<file path="src/rtl/exe_mem_skid_pkg.sv">
// Shared definitions for the EXE->MEM skid stage: FSM state encoding and
// the field layout of the packed EXE->MEM payload.
package exe_mem_skid_pkg;

   typedef enum logic [1:0] {
      ST_EMPTY = 2'd0,
      ST_ONE   = 2'd1,
      ST_FULL  = 2'd2
   } stage_state_e;

   localparam int WADDR_W    = 5;
   localparam int WE_W       = 1;
   localparam int WDATA_W    = 32;
   localparam int MEM_WE_W   = 1;
   localparam int MEM_ADDR_W = 32;
   localparam int MEM_DATA_W = 32;
   localparam int MEM_OP_W   = 4;

   // Fields are packed MSB-first in the order listed above.
   localparam int MEM_OP_LSB   = 0;
   localparam int MEM_DATA_LSB = MEM_OP_LSB + MEM_OP_W;
   localparam int MEM_ADDR_LSB = MEM_DATA_LSB + MEM_DATA_W;
   localparam int MEM_WE_LSB   = MEM_ADDR_LSB + MEM_ADDR_W;
   localparam int WDATA_LSB    = MEM_WE_LSB + MEM_WE_W;
   localparam int WE_LSB       = WDATA_LSB + WDATA_W;
   localparam int WADDR_LSB    = WE_LSB + WE_W;
   localparam int PKG_PAYLOAD_W = WADDR_LSB + WADDR_W;

   function automatic logic [PKG_PAYLOAD_W-1:0] pack_payload(
      input logic [WADDR_W-1:0]    waddr,
      input logic                  we,
      input logic [WDATA_W-1:0]    wdata,
      input logic                  mem_we,
      input logic [MEM_ADDR_W-1:0] mem_addr,
      input logic [MEM_DATA_W-1:0] mem_data,
      input logic [MEM_OP_W-1:0]   mem_op
   );
      return {waddr, we, wdata, mem_we, mem_addr, mem_data, mem_op};
   endfunction

endpackage

</file>
<file path="src/rtl/stage_stall_cnt.sv">
// Saturating event counter used to measure back-pressure cycles on the
// EXE->MEM stage; holds at all-ones and clears only on reset.
module stage_stall_cnt #(
   parameter int CNT_W = 16
) (
   input  logic             clk,
   input  logic             rst,
   input  logic             inc,
   output logic [CNT_W-1:0] cnt
);

   always_ff @(posedge clk or posedge rst) begin
      if (rst) begin
         cnt <= '0;
      end else if (inc && (cnt != {CNT_W{1'b1}})) begin
         cnt <= cnt + CNT_W'(1);
      end
   end

endmodule

</file>
<file path="src/rtl/exe_mem_skid.sv">
// EXE->MEM pipeline register with a one-entry skid buffer (main + skid).
// Optional back-pressure counter enabled by macro STAGE_STALL_CNT_EN.
module exe_mem_skid
   import exe_mem_skid_pkg::*;
#(
   parameter int PAYLOAD_W = PKG_PAYLOAD_W,
   parameter int CNT_W     = 16
) (
   input  logic                 clk_i,
   input  logic                 rst_i,
   input  logic                 flush_i,
   input  logic                 in_valid_i,
   output logic                 in_ready_o,
   input  logic [PAYLOAD_W-1:0] in_data_i,
   output logic                 out_valid_o,
   input  logic                 out_ready_i,
   output logic [PAYLOAD_W-1:0] out_data_o,
`ifdef STAGE_STALL_CNT_EN
   output logic [CNT_W-1:0]     stall_cnt_o,
`endif
   output logic [1:0]           state_o
);

   // Valid/ready: a payload crosses a side only on a rising edge where that
   // side's valid and ready are both 1; ready/valid outputs come from state only.

   stage_state_e         state, state_next;
   logic [PAYLOAD_W-1:0] main_q, skid_q;
   logic                 load_main_in, load_main_skid, load_skid;

   always_ff @(posedge clk_i or posedge rst_i) begin
      if (rst_i) begin
         state <= ST_EMPTY;
      end else begin
         state <= state_next;
      end
   end

   always_comb begin
      state_next     = state;
      load_main_in   = 1'b0;
      load_main_skid = 1'b0;
      load_skid      = 1'b0;
      case (state)
         ST_EMPTY: begin
            if (in_valid_i) begin
               load_main_in = 1'b1;
               state_next   = ST_ONE;
            end
         end
         ST_ONE: begin
            case ({in_valid_i, out_ready_i})
               2'b11: load_main_in = 1'b1;
               2'b01: state_next = ST_EMPTY;
               2'b10: begin
                  load_skid  = 1'b1;
                  state_next = ST_FULL;
               end
               default: ;
            endcase
         end
         ST_FULL: begin
            if (out_ready_i) begin
               load_main_skid = 1'b1;
               state_next     = ST_ONE;
            end
         end
         default: state_next = ST_EMPTY;
      endcase
      // A kill drops everything, including any payload offered this cycle.
      if (flush_i) begin
         state_next     = ST_EMPTY;
         load_main_in   = 1'b0;
         load_main_skid = 1'b0;
         load_skid      = 1'b0;
      end
   end

   always_ff @(posedge clk_i or posedge rst_i) begin
      if (rst_i) begin
         main_q <= '0;
         skid_q <= '0;
      end else begin
         if (load_main_in) begin
            main_q <= in_data_i;
         end else if (load_main_skid) begin
            main_q <= skid_q;
         end
         if (load_skid) begin
            skid_q <= in_data_i;
         end
      end
   end

   assign in_ready_o  = (state == ST_EMPTY) || (state == ST_ONE);
   assign out_valid_o = (state == ST_ONE) || (state == ST_FULL);
   assign out_data_o  = main_q;
   assign state_o     = state;

`ifdef STAGE_STALL_CNT_EN
   stage_stall_cnt #(
      .CNT_W(CNT_W)
   ) u_stall_cnt (
      .clk (clk_i),
      .rst (rst_i),
      .inc (out_valid_o && !out_ready_i),
      .cnt (stall_cnt_o)
   );
`else
   localparam int unused_cnt_w = CNT_W;
`endif

endmodule
</file>
<file path="config.mk">
export PLATFORM = sky130hd
export DESIGN_NAME = exe_mem_skid
export DESIGN_NICKNAME = d
export VERILOG_FILES = /design/src/rtl/exe_mem_skid_pkg.sv /design/src/rtl/stage_stall_cnt.sv /design/src/rtl/exe_mem_skid.sv
export SDC_FILE = /design/constraint.sdc
export NUM_CORES = 1
export LEC_CHECK = 0
export CAP_MARGIN = 20
export CELL_PAD_IN_SITES_DETAIL_PLACEMENT = 1
export CELL_PAD_IN_SITES_GLOBAL_PLACEMENT = 2
export CORE_ASPECT_RATIO = 0.6
export CORE_UTILIZATION = 33
export DETAILED_ROUTE_END_ITERATION = 16
export GPL_TIMING_DRIVEN = 0
export PLACE_DENSITY = 0.77
export SYNTH_ARGS = -nofsm -noshare
export SYNTH_HDL_FRONTEND = slang
export SYNTH_HIERARCHICAL = 1
export SYNTH_SLANG_ARGS = --single-unit
</file>
<file path="constraint.sdc">
create_clock -name clk_i -period 7.2 [get_ports clk_i]
set_input_delay 0.72 -clock clk_i [delete_from_list [all_inputs] [get_ports clk_i]]
set_output_delay 0.72 -clock clk_i [all_outputs]
set_load 0.01 [all_outputs]
</file>
======== Yosys cells after proc, flatten, opt, wreduce, memory -nomap -nowiden ========
Cells that the tools add are included.
operators by class
  multiplexer cells ....................... 17
  equality and inequality tests ........... 8
  reductions and logical operators ........ 5
operators with widths
  cell                                                             count
  107-bit 2-to-1 mux                                               2
  1-bit 2-to-1 mux                                                 9
  2-bit == test, second input constant                             3
  2-bit 2-to-1 mux                                                 3
  3-bit != test, second input constant                             2
  2-bit case mux with 3 select lines                               1
  2-bit by 1-bit == test with 1-bit output, second input constant  2
  4-bit by 2-bit != test with 1-bit output, second input constant  1
  2-bit case mux with 2 select lines                               1
  3-bit AND reduction                                              1
  2-bit logical NOT                                                1
  1-bit logical OR                                                 2
  1-bit case mux with 2 select lines                               1
  2-bit nonzero test                                               1
word-level totals
  bits in registers ....................... 216
  output and inout bits ................... 111

======== Longest topological paths before layout ========
Gate-level depths: netlist (run 1).
  depth in word-level cells ............... 5
  depth in mapped cells ................... 9
  gate-level depth less buffers ........... 6

======== Least setup slack after synthesis (run 1) ========
No wires, ideal clock.
  kind .................................... input to register
  start point ............................. input flush_i
  end point ............................... register skid_q[100]
  library setup time ...................... 0.125 ns
  data arrival time ....................... 1.794 ns
  cell stages on the path ................. 5
  data required time ...................... 7.075 ns
  setup slack ............................. 5.282 ns
  path buffers ............................ 3
  path through ............................ nor4bb_1 > buf_2 > buf_4 > buf_4 > mux2_2
between the ends
  cells in the longest elaborated chain, start to end .. 1
RTL lines
  element               line                text
  start, declared       exe_mem_skid.sv:11  input logic flush_i,
  1-bit 2-to-1 mux      exe_mem_skid.sv:71  if (flush_i) begin
  end signal, assigned  exe_mem_skid.sv:90  skid_q <= in_data_i;
  end, declared         exe_mem_skid.sv:28  logic [PAYLOAD_W-1:0] main_q, skid_q;
No other way between the ends.
A chain may end at the register's enable or synchronous reset.

======== Worst setup path after layout (run 1) ========
  start point ............................. register state[0] (netlist: state_o[0])
  end point ............................... output in_ready_o
between the ends
  cells in the longest elaborated chain, start to end .. 2
RTL lines
  element                                                                        line                text
  start, declared                                                                exe_mem_skid.sv:27  stage_state_e state, state_next;
  start signal, assigned                                                         exe_mem_skid.sv:35  state <= state_next;
  2-bit by 1-bit == test with 1-bit output or 2-bit logical NOT (tied branches)  exe_mem_skid.sv:95  assign in_ready_o = (state == ST_EMPTY) || (state == ST_ONE);
  1-bit logical OR *                                                             exe_mem_skid.sv:95
  end, declared                                                                  exe_mem_skid.sv:13  output logic in_ready_o,
Mark *: on every way between the ends. The rest lies on a longest branch, timed or not.

==> results of run 1 <==
cell families after synthesis:
group / synth area share
adder cells (fa/ha/maj): 0.00823
AND/OR/NAND/NOR: 0.0514
XOR/XNOR: 0.000961
buffers and inverters: 0.0343
multiplexers: 0.250
flip-flops: 0.593
AO/OA/AOI/OAI: 0.0628
metrics by stage:
step                total power [mW]  hold slack, ns   util
floorplan                       2.61           0.480      -
global placement                3.35           0.491  0.441
detailed placement              3.40           0.495  0.442
CTS                             4.55           0.508  0.468
global route                    4.76           0.520  0.468
finish                          4.48           0.506  0.468
sequential cells by signal, indices dropped and copies added (netlist names):
signal,count
skid_q,107
out_data_o,107
state_o,2
synthesized netlist by cell type:
cell      instances  share of area
a211oi_1          1        0.00082
a21oi_1           1        0.00055
a221oi_1          1        0.00096
buf_2            24          0.013
buf_4             4         0.0033
buf_6             8         0.0099
buf_8             1         0.0016
clkbuf_1          6         0.0025
clkbuf_2          4         0.0022
dfrtp_1         216           0.59
ha_1              6         0.0082
inv_1             4         0.0016
mux2_2          107           0.13
mux2i_1         107           0.12
nand2_1         107          0.044
nand3b_1          1        0.00082
nor2_1            2        0.00082
nor2b_1           2         0.0014
nor4b_4           1         0.0026
nor4bb_1          1         0.0011
o21ai_0          92          0.050
o21ai_1          15         0.0082
o21ai_2           1        0.00096
o31ai_1           1        0.00082
or2_2             1        0.00069
xnor2_1           1        0.00096
layout by cell type, fill, tap and decap left out, drive strengths merged, types with 4 or more instances in the layout:
cell type      instances
mux2                 107
clkbuf                44
ha                     6
nand2                107
dfrtp                216
clkinv                 5
inv                    4
clkdlybuf4s50        222
o21ai                108
buf                   38
mux2i                107
routing by layer:
| metal | wire (um) | GRT usage | vias to the layer above |
|---|---|---|---|
| li1 | - | - | 2995 |
| met1 | 12300 | 0.261 | 3216 |
| met2 | 10200 | 0.251 | 152 |
| met3 | 1870 | 0.0618 | 36 |
| met4 | 553 | 0.0431 | 2 |
| met5 | 13 | 0 | - |
where the power goes:
part | internal, mW | total [mW] | switching, mW | leakage (nW)
sequential | 1.72 | 2.00 | 0.279 | 2.66
combinational | 0.820 | 1.37 | 0.546 | 2.90
clock | 0.638 | 1.12 | 0.485 | 0.336
layout make-up:
type                    instances  share of cell area
diodes                          2            0.000400
plain buffers                  47              0.0238
clock buffers                  34              0.0501
clock inverters                 6             0.00470
inverters                       4             0.00180
multi-input cells             448               0.272
flip-flops and latches        216               0.432
well taps                     360              0.0360
repair buffers                223               0.180
worst paths after layout:
path,startpoint,to
max in group asynchronous,rst_i,out_data_o[11]
min in group asynchronous,rst_i,out_data_o[48]
min,skid_q[102],skid_q[102]
max,state_o[0],in_ready_o
max reg2reg,state_o[1],out_data_o[16]
min reg2reg,skid_q[102],skid_q[102]
==> flow_metrics.tcl, run 1 <==
set metrics [dict create \
    run_status "complete, no violations" \
    filler_cell_count 2810 \
    achievable-frequency_mhz 348 \
    cp.required_ns 6.48 \
    critical_path_peak_fanout 6 \
    clock_tree_from_tritoncts "yes" \
    finalCritPeriodShare 0.399 \
    worst_path_largest_cell_delay_ns 0.49 \
    num_vias 6401 \
    timing.reg2reg.worst_path_depth 9 \
    globalplace.congestion 0.740 \
    synth_seq_cells 216 \
    clock_sinks 216 \
    multiInputGateArea_sq_um 3400 \
    ff_latch_area_sq_um 5410 \
    avgSynthCellArea_sq_um 12.8 \
    post_dp_cell_area_sq_um 11800 \
    final_design_area_no_fill_sq_um 12500 \
    number_of_buffers_between_clock_root_and_the_deepest_sink 3 \
    initialDrtViolationCount 293 \
    cts_setup_buffers 0 \
    crit_slowest_cell "clkdlybuf4s50_1" \
    gr-usage-all-layers 0.179 \
    ant_nets 0 \
    fin_setup_tns_ns 0 \
    path_depth 4 \
    timing.final.max_slew_violations 0 \
    portBuffers 222 \
    routed_via_density 4.78 \
    startpoint_type "flop" \
    crit_chain "inv_1 -> ha_1 -> or2_2 -> clkdlybuf4s50_1" \
    irDropWorstVdd_mv 0.176 \
    setup_violation_total_in_the_final_timing_report 0 \
    clock_latency_reported_for_the_late_side_of_the_worst_skew_pair_ns 0.52 \
    detailed_placement_wirelength_estimate_um 17400 \
    die_w_um 217 \
    io-pin-count 223 \
    timing.reg2reg.setup_slack_ns 4.85 \
    min-delay-path-class "reg2reg" \
    globalRoute.totalOverflow 0 \
    final.setup_skew_ns 0.0158 \
    grt_setup_unrepaired "false" \
    synth.cell_area_sq_um 9120 \
    critical_path_class "reg2out" \
    htree_levels 1 \
    largest_net_degree_at_the_start_of_global_routing 121 \
    dp_cells 1298 \
    drc 0 \
    path_buf_inv 2 \
    ctsHoldBuffers 0 \
    timing_worst_slew_pin_value_ns 0.707 \
    dieHeight_um 131 \
    die_area_sq_um 28300 \
    final_layout_size_suffix_gt1_frac 0.187 \
    cts_buffers 23 \
    synth_cell_types 26 \
    postRouteWirelength_um 24900 \
    drtPass1Iterations 4 \
    first_global_vias 6783 \
    initial_utilization 0.341 \
    max-cap-violations 0 \
    period_minus_slack_ns 2.87 \
    mappedNetlistNets 833 \
    synth_cells 715 \
    final.setup.worst_slack_ns 4.33 \
    antenna_violations_before_repair 3 \
    timing.critical_path.to_type "output pin" \
    whs_path_depth 1 \
    detailedPlace.worstSlack_ns 4.28 \
    arr_time_crit_path_ns 2.15 \
    seq_area_frac_synth 0.593 \
    critical-path-top-delay-family "buffers and inverters" \
    design.final.nets 1081 \
    path_clk_slew_ns 0.07 \
    avgRoutedWirePerCell_um 18.6 \
    cellPowerDensity_nw_per_um2 358 \
    static-leakage-power_nw 5.90 \
    ys.warnings.count 6 \
    core_area_sq_um 26800 \
    report.final.hold_viol_count 0 \
    area_growth_syn_to_layout_pct 37.3 \
    clock_tree.root_cell "clkbuf_16" \
    rows 46 \
    fin_cells 1340 \
    cts_resized 0 \
    slew-limit-headroom 0.529 \
    grt_pass1_wl_um 39500 \
]
(Power assumes the default switching activity.)
==> run 2: changes to the inputs <==
- CORE_UTILIZATION: 33 -> 29
- PLACE_DENSITY: 0.77 -> 0.71
- clock period: 7.2 -> 2.3 ns (I/O delays scaled with it)
==> flow_metrics.tcl, run 2 (synthesized netlist as in run 1, its figures left out) <==
set metrics [dict create \
    filler_cell_count 3213 \
    cts_buffers 23 \
    grt_pass1_wl_um 41300 \
    power.share.switching 0.287 \
    setup_violation_total_in_the_final_timing_report 0 \
    finalCritPeriodShare 0.919 \
    p_comb_frac 0.296 \
    post_dp_cell_area_sq_um 12000 \
    p_switching_mw 4.14 \
    r2r-start "state_o[1]" \
    final.hold.worst_slack_ns 0.0765 \
    min-delay-path-class "in2async" \
    number_of_buffers_between_clock_root_and_the_deepest_sink 3 \
    detailed_placement_wirelength_estimate_um 18300 \
    cellPowerDensity_nw_per_um2 1130 \
    achievable-frequency_mhz 473 \
    cell_internal_pwr_mw 10.3 \
    gr-usage-all-layers 0.163 \
    globalRoute.totalOverflow 0 \
    routed_via_density 4.57 \
    startpoint_type "flop" \
    clock_tree_from_tritoncts "yes" \
    io-pin-count 223 \
    clock_sinks 216 \
    clock_tree.root_cell "clkbuf_16" \
    core_area_sq_um 30400 \
    post-layout-total-power_mw 14.5 \
    critical_path_class "reg2reg" \
    htree_levels 1 \
    detailedPlace.worstSlack_ns -0.190 \
    ant_nets 0 \
    r2r-end "skid_q[95]" \
    final_design_area_no_fill_sq_um 12800 \
    max-cap-violations 0 \
    run_status "complete, no violations" \
    cp.required_ns 2.70 \
    crit_path_frequent_cell "buf_4" \
    path_clk_slew_ns 0.06 \
    irDropWorstVdd_mv 0.429 \
    final_layout_size_suffix_gt1_frac 0.206 \
    initialDrtViolationCount 256 \
    globalplace.congestion 0.742 \
    static-leakage-power_nw 6.03 \
    timing.reg2reg.worst_path_depth 7 \
    area_growth_syn_to_layout_pct 40.7 \
    final.setup_skew_ns 0.00951 \
    period_minus_slack_ns 2.11 \
    die_area_sq_um 32200 \
    mostFrequentLayoutCell "clkdlybuf4s50_1" \
    portBuffers 222 \
    timing.critical_path.from "state_o[1]" \
    grt_setup_unrepaired "false" \
    slew-limit-headroom 0.625 \
    design.final.nets 1092 \
    drc 0 \
    critical_path_peak_fanout 10 \
    die_w_um 231 \
    timing.final.max_slew_violations 0 \
    clock_power_share 0.270 \
    antenna_violations_before_repair 3 \
    report.final.hold_viol_count 0 \
    arr_time_crit_path_ns 2.51 \
    postRouteWirelength_um 25600 \
    crit_chain "inv_2 -> ha_1 -> nor4bb_1 -> buf_4 -> buf_4 -> buf_4 -> mux2_2" \
    timing_worst_slew_pin_value_ns 0.563 \
    drtPass1Iterations 4 \
    final.setup.worst_slack_ns 0.185 \
    rows 49 \
    avgRoutedWirePerCell_um 18.3 \
    worst_path_largest_cell_delay_ns 0.42 \
    largest_net_degree_at_the_start_of_global_routing 38 \
    initial_utilization 0.300 \
    seq_power_share 0.434 \
    first_global_vias 6976 \
    timing.reg2reg.setup_slack_ns 0.19 \
    dieHeight_um 139 \
    highest_count_cells_in_the_layout_ignoring_fill_and_taps "clkdlybuf4s50_1, dfrtp_1, mux2_2, mux2i_1, nand2_1" \
    clock_latency_reported_for_the_late_side_of_the_worst_skew_pair_ns 0.52 \
    num_vias 6399 \
    crit_slowest_cell "dfrtp_1" \
    timing.critical_path.to_type "flop" \
]
run 2: cell types whose count changed in the layout (fill, tap and decap cells not counted), sizes merged:
cell | previous run | this run
buf | 38 | 49
bufinv | 1 | 3
clkinvlp | 0 | 1
clkbuf | 44 | 42
diode | 2 | 1
dlygate4sd2 | 0 | 1
clkdlybuf4s50 | 222 | 221
run 2: final cells by class:
cell class                      instances  area [sq um]  area share
Clock buffer                           32           659      0.0514
Antenna cell                            1          2.50    0.000195
Buffer                                 47           302      0.0235
Tap cell                              408           510      0.0398
Multi-Input combinational cell        448          3400       0.265
Inverter                                4          18.8     0.00146
Clock inverter                          9           128     0.00995
Timing Repair Buffer                  234          2400       0.187
Sequential cell                       216          5410       0.421
run 2: worst max path at each step:
| stage | endpoint | cells past startpoint |
|---|---|---|
| global placement | skid_q[67] | 2 |
| floorplan | out_data_o[0] | 1 |
| global route | skid_q[99] | 7 |
| finish | skid_q[95] | 7 |
| CTS | skid_q[95] | 7 |
| detailed placement | out_data_o[54] | 8 |
run 2: power groups by stage:
stage          Sequential (mW)  Combinational (mW)  Clock [mW]
3_3_place_gp              6.31                4.21           0
2_1_floorplan             6.45                1.72           0
3_5_place_dp              6.33                4.33           0
6_report                  6.27                4.28        3.91
4_1_cts                   6.28                4.35        4.06
5_1_grt                   6.49                4.68        4.20
run 2: worst max-delay path: cells and delay by family (launching register included):
kind                     cells  cell delay, ns
adder cells (fa/ha/maj)      1            0.20
flip-flops                   1            0.42
multiplexers                 1            0.35
AND/OR/NAND/NOR              1            0.26
buffers and inverters        4            0.76
run 2: per-stage QoR:
step | std cells | setup TNS (ns) | utilization
after floorplan | 715 | -160.30 | -
after global placement | 1345 | -602.07 | 0.390
after detailed placement | 1351 | -15.98 | 0.394
after CTS | 1396 | 0 | 0.421
after global routing | 1398 | 0 | 0.422
final | 1399 | 0 | 0.422
run 2: what timing repair did:
action,4_1_cts,5_1_grt
pin swaps,1,0
setup endpoints to repair,128,38
buffers inserted,4,2
hold buffers,0,0
gates resized for setup,3,3
run 2: layer usage:
layer	wire length, um	track usage	vias to the layer above	share of wire
met5	13	0	-	0.00051
met2	10800	0.235	146	0.42
met4	407	0.0293	2	0.016
met1	13100	0.247	3210	0.51
li1	-	-	3010	-
met3	1310	0.0395	31	0.051
